**config.mk**
```make
export PLATFORM = sky130hd
export DESIGN_NAME = quad_decoder
export DESIGN_NICKNAME = d
export VERILOG_FILES = /design/src/rtl/quad_decoder.sv
export SDC_FILE = /design/constraint.sdc
export NUM_CORES = 1
export LEC_CHECK = 0
export ABC_AREA = 1
export BUFFER_PORTS_ARGS = -buffer_cell sky130_fd_sc_hd__buf_4
export CAP_MARGIN = 20
export CORE_MARGIN = 2
export CORE_UTILIZATION = 40
export CTS_BUF_LIST = sky130_fd_sc_hd__clkbuf_4
export CTS_CLUSTER_DIAMETER = 150
export CTS_CLUSTER_SIZE = 12
export DETAILED_ROUTE_END_ITERATION = 10
export PLACE_DENSITY_LB_ADDON = 0.08
export SLEW_MARGIN = 30
export SYNTH_ARGS = -nofsm -noshare
export SYNTH_HDL_FRONTEND = slang
export SYNTH_SLANG_ARGS = --single-unit
```
**constraint.sdc**
```tcl
create_clock -name CLOCK -period 5.9 [get_ports CLOCK]
set_input_delay 0.59 -clock CLOCK [delete_from_list [all_inputs] [get_ports CLOCK]]
set_output_delay 0.59 -clock CLOCK [all_outputs]
set_load 0.02 [all_outputs]
```
**src/rtl/quad_decoder.sv**
```systemverilog
// Quadrature encoder decoder: 2-flop sync + glitch filter per phase, x4 position
// counter with illegal-transition flag, and windowed saturating speed measurement.
module quad_decoder #(
    parameter int WIDTH  = 32,
    parameter int SWIDTH = 16,
    parameter int FILTER = 2,
    parameter int PERIOD = 50000
) (
    input  logic              CLOCK,
    input  logic              RESET_N,
    input  logic              A,
    input  logic              B,
    input  logic              CLEAR,
    input  logic              ERR_CLR,
    output logic [WIDTH-1:0]  POSITION,
    output logic              STEP,
    output logic              DIR,
    output logic [SWIDTH-1:0] SPEED,
    output logic              SPEED_VALID,
    output logic              ERROR
);

    localparam int                WW   = $clog2(PERIOD);
    localparam logic [3:0]        FMAX = 4'(FILTER - 1);
    localparam logic [SWIDTH-1:0] SMAX = {1'b0, {(SWIDTH-1){1'b1}}};
    localparam logic [SWIDTH-1:0] SNEG = SWIDTH'(0) - SMAX;

    typedef enum logic {ST_WAIT, ST_RUN} state_t;

    state_t            r_state, w_state_next;
    logic              r_wait_cnt, w_wait_cnt_next;
    logic              w_run;

    logic [1:0]        r_s1, r_s2, r_acc, r_prev;
    logic [1:0][3:0]   r_cnt;

    logic              w_fwd, w_rev, w_ill;

    logic [WIDTH-1:0]  r_position;
    logic              r_step, r_dir, r_error;
    logic [SWIDTH-1:0] r_speed, r_accum, w_accum_next;
    logic              r_speed_valid;
    logic [WW-1:0]     r_win;
    logic              w_win_end;

    always_ff @(posedge CLOCK or negedge RESET_N) begin
        if (!RESET_N) begin
            r_state    <= ST_WAIT;
            r_wait_cnt <= 1'b0;
        end else begin
            r_state    <= w_state_next;
            r_wait_cnt <= w_wait_cnt_next;
        end
    end

    always_comb begin
        w_state_next    = r_state;
        w_wait_cnt_next = r_wait_cnt;
        w_run           = 1'b0;
        case (r_state)
            ST_WAIT: begin
                w_wait_cnt_next = 1'b1;
                if (r_wait_cnt) w_state_next = ST_RUN;
            end
            ST_RUN:  w_run = 1'b1;
            default: w_state_next = ST_WAIT;
        endcase
    end

    // Index 0 is phase A, index 1 is phase B; both filters run independently.
    always_ff @(posedge CLOCK or negedge RESET_N) begin
        if (!RESET_N) begin
            r_s1   <= '0;
            r_s2   <= '0;
            r_acc  <= '0;
            r_prev <= '0;
            r_cnt  <= '0;
        end else begin
            r_s1   <= {B, A};
            r_s2   <= r_s1;
            r_prev <= r_acc;
            for (int unsigned i = 0; i < 2; i++) begin
                if (!w_run) begin
                    r_acc[i] <= r_s2[i];
                    r_cnt[i] <= '0;
                end else if (r_s2[i] == r_acc[i]) begin
                    r_cnt[i] <= '0;
                end else if (r_cnt[i] == FMAX) begin
                    r_acc[i] <= r_s2[i];
                    r_cnt[i] <= '0;
                end else begin
                    r_cnt[i] <= r_cnt[i] + 4'd1;
                end
            end
        end
    end

    always_comb begin
        w_fwd = 1'b0;
        w_rev = 1'b0;
        w_ill = 1'b0;
        if (w_run) begin
            case ({r_prev, r_acc})
                4'b01_11, 4'b11_10, 4'b10_00, 4'b00_01: w_fwd = 1'b1;
                4'b11_01, 4'b10_11, 4'b00_10, 4'b01_00: w_rev = 1'b1;
                4'b00_11, 4'b11_00, 4'b01_10, 4'b10_01: w_ill = 1'b1;
                default: ;
            endcase
        end
    end

    always_comb begin
        w_accum_next = r_accum;
        if (w_fwd && r_accum != SMAX) w_accum_next = r_accum + SWIDTH'(1);
        if (w_rev && r_accum != SNEG) w_accum_next = r_accum - SWIDTH'(1);
    end

    assign w_win_end = (r_win == WW'(PERIOD - 1));

    always_ff @(posedge CLOCK or negedge RESET_N) begin
        if (!RESET_N) begin
            r_position    <= '0;
            r_step        <= 1'b0;
            r_dir         <= 1'b0;
            r_error       <= 1'b0;
            r_speed       <= '0;
            r_speed_valid <= 1'b0;
            r_accum       <= '0;
            r_win         <= '0;
        end else begin
            if (CLEAR)      r_position <= '0;
            else if (w_fwd) r_position <= r_position + WIDTH'(1);
            else if (w_rev) r_position <= r_position - WIDTH'(1);

            r_step <= w_fwd | w_rev;
            if (w_fwd)      r_dir <= 1'b1;
            else if (w_rev) r_dir <= 1'b0;

            if (w_ill)        r_error <= 1'b1;
            else if (ERR_CLR) r_error <= 1'b0;

            // The closing cycle's step is folded into the published value, not the next window.
            if (w_win_end) begin
                r_speed       <= w_accum_next;
                r_speed_valid <= 1'b1;
                r_accum       <= '0;
                r_win         <= '0;
            end else begin
                r_speed_valid <= 1'b0;
                r_accum       <= w_accum_next;
                r_win         <= r_win + WW'(1);
            end
        end
    end

    assign POSITION    = r_position;
    assign STEP        = r_step;
    assign DIR         = r_dir;
    assign SPEED       = r_speed;
    assign SPEED_VALID = r_speed_valid;
    assign ERROR       = r_error;

endmodule

```
==> metrics.cfg <==
[die]
die_w_um=140
row_count=49
die_h_um=140
initial_utilization=0.411
dieArea_um2=19700
ios=58
core_area_um2=18100

[placed_design]
dp_slack_ns=2.62
dpl.hpwl_mm=13.8
globalplace.congestion=0.882
place_inst=1407
numPortBuffers=57

[synth]
ys_ff_latch=102
syn_area_um2=7440
synth_cells=1143
synth_top_area_cell=dfrtp_1
yosys_warnings=0
synth_cell_types=34
ys_top_cells_by_area=dfrtp_1, nand2_1, inv_1
seq_area_frac_synth=0.343
syn_area_per_cell_um2=6.51
synthesis.nets=1195
synth_top_cell_area_share=0.343

[setup_path]
r2r_slack_ns=2.66
end_kind=flop
critPathKind=flop to flop
cp.depth=14
worstPathMaxFanout=43
setup.worst_path.start_class=flop
ff2ff_path_depth=14
r2r_end=POSITION[23]
cpPeakStageDelay_ns=0.61
critPathTopFamily=simple AND/OR/NAND/NOR gates
crit_chain=xnor2_1, nand3_4, ha_1, nand2_1, nor2_1, nand3_1, nand2_1, nand2_1, nand2_1, nand2_1, nand2_1, nand2_1, nand3_1, nand2_1
startpoint=r_acc[1]
crit_path_top_delay_cell=ha_1
critPathRequiredTime_ns=6.35
cp_common_cell=nand2_1
cp.arrival_ns=3.69
r2r_start=r_acc[1]
crit_end=POSITION[23]
crit_buf_inv=0

[clock_tree]
clock_latency_ns=0.53
clockBufferDepth=2
path_clk_slew_ns=0.20
cts.sinks=102
cts_buffers=9
root_buffer=clkbuf_4
htree_levels=3
cts_tree=done
post_cts_buffers=0

[final_layout]
nFillCells=1961
area_delta_synth_final_pct=10.7
regArea_um2=2550
final_cells=1427
drive_gt1_frac=0.0727
nets=1243
multi_input_area_um2=4130

[sta]
setup_viol=0
tightest_slew_ns=0.669
setup_ws_ns=2.66
timing.fmax_mhz=308
relSlewSlack=0.554
period_share=0.550
setup_tns_ns=0
maxSlewViolCount=0
min_period_ns=3.24
rsz0062_at_grt=false
skew_ns=0.0249
hold_viol_final=0

[global_routing]
antenna_found_initial=1
grt_overflow=0
grt_pass1_vias=6175
grt_pass1_wl_mm=30.7
grt_max_degree=74
gr-usage-all-layers=0.194

[drt]
drtIter0Drc=366
vias_per_cell=4.70
via_count=6713
wirelength_mm=18.3
ant_nets=0
post_drt_wl_per_cell_um=12.8
first_pass_iters=4
drc=0

[status]
status=finished, final reports clean

[flow_run]
drv_cap=0

[worst_hold_path]
hold_path.class=primary input to flop

==> registers in the layout, indices dropped and copies added (netlist names) <==
name	flops
r_state	1
ERROR	1
POSITION	32
STEP	1
r_s2	2
SPEED	16
r_prev	2
r_cnt	8
r_wait_cnt	1
SPEED_VALID	1
r_win	16
r_accum	16
r_s1	2
DIR	1
r_acc	2
==> worst register-to-register path, stage by stage (launching register included) <==
cell and delay, ns:
dfrtp_1 0.48, xnor2_1 0.38, nand3_4 0.57, ha_1 0.62, nand2_1 0.13, nor2_1 0.21
nand3_1 0.10, nand2_1 0.15, nand2_1 0.08, nand2_1 0.14, nand2_1 0.10, nand2_1 0.07
nand2_1 0.04, nand3_1 0.06, nand2_1 0.05
==> how the worst min path moves through the flow <==
stage / startpoint / to / slack [ns] / cells after the start
detailed placement: r_s1[0] / r_s2[0] / 0.33 / 0
finish: A / r_s1[0] / 0.17 / 1
global placement: r_s1[0] / r_s2[0] / 0.34 / 0
floorplan: RESET_N / DIR / 0.29 / 0
CTS: A / r_s1[0] / 0.13 / 1
global route: B / r_s1[1] / 0.12 / 1
==> cell usage after synthesis <==
cell	n
xnor2_1	15
dfrtp_1	102
buf_4	1
clkbuf_2	1
o211ai_1	1
clkbuf_1	4
o21ai_1	10
nor2_4	1
o21bai_1	1
nand2_1	447
nand2_4	2
nand3_2	1
ha_1	45
nor2_1	122
buf_1	1
nand4_1	10
o21ai_0	26
inv_1	167
buf_6	3
a31oi_1	2
buf_2	13
a21o_1	1
xor2_1	27
nand3b_1	5
o21ai_2	1
a22o_1	1
a21oi_1	35
nor3_1	13
fa_1	1
or2_2	2
and2_1	4
inv_2	2
nor2_2	1
nand3_1	75
==> per-layer routing <==
metal,routed length (µm),GRT usage,vias to the layer above
li1,-,-,3608
met1,8930,0.258,3003
met2,8640,0.332,85
met3,492,0.0284,17
met4,260,0.0521,0
met5,0,0,-
==> per-stage QoR <==
| step | hold slack [ns] | area [µm²] | util |
|---|---|---|---|
| CTS | 0.130 | 8220 | 0.454 |
| finish | 0.165 | 8240 | 0.455 |
| detailed placement | 0.335 | 8040 | 0.444 |
| global placement | 0.336 | 8030 | 0.444 |
| floorplan | 0.294 | 7440 | - |
| global route | 0.116 | 8240 | 0.455 |
==> cell usage in the layout (no fill, tap or decap), types with 2 or more instances in the layout <==
cell type  count
nand2_1      447
inv_1        165
nor2_1       122
dfrtp_1      102
nand3_1       75
buf_4         57
ha_1          45
a21oi_1       35
xor2_1        27
o21ai_0       26
xnor2_1       15
nor3_1        13
nand4_1       10
o21ai_1       10
clkbuf_4       9
nand3b_1       5
inv_2          4
and2_1         4
inv_6          3
diode_2        2
nand2_4        2
or2_2          2
a31oi_1        2
clkinv_8       2
buf_6          2
==> cell type report <==
cell class                      instances  area share
Timing Repair Buffer                   60      0.0559
Clock buffer                            9     0.00820
Antenna cell                            2    0.000608
Multi-Input combinational cell        849       0.501
Clock inverter                          7      0.0122
Inverter                              169      0.0770
Sequential cell                       102       0.310
Tap cell                              229      0.0348
==> kinds of logic after synthesis <==
kind of cell / count (synthesis) / synth area share
buffers and inverters: 192 / 0.103
DFF: 102 / 0.343
AOI/OAI and AO/OA: 78 / 0.0548
adders and majority gates: 46 / 0.0784
xor gates and xnor gates: 42 / 0.0494
and+or+nand+nor: 683 / 0.372
==> repair_timing <==
item,in CTS,in global routing
endpoints found under the hold margin,29,0
setup endpoints to repair,0,0
gates resized for setup,0,0
hold buffers,1,0
Power is not shown: default switching activity piles up to over one toggle a cycle in this logic, so the estimate is an artifact.
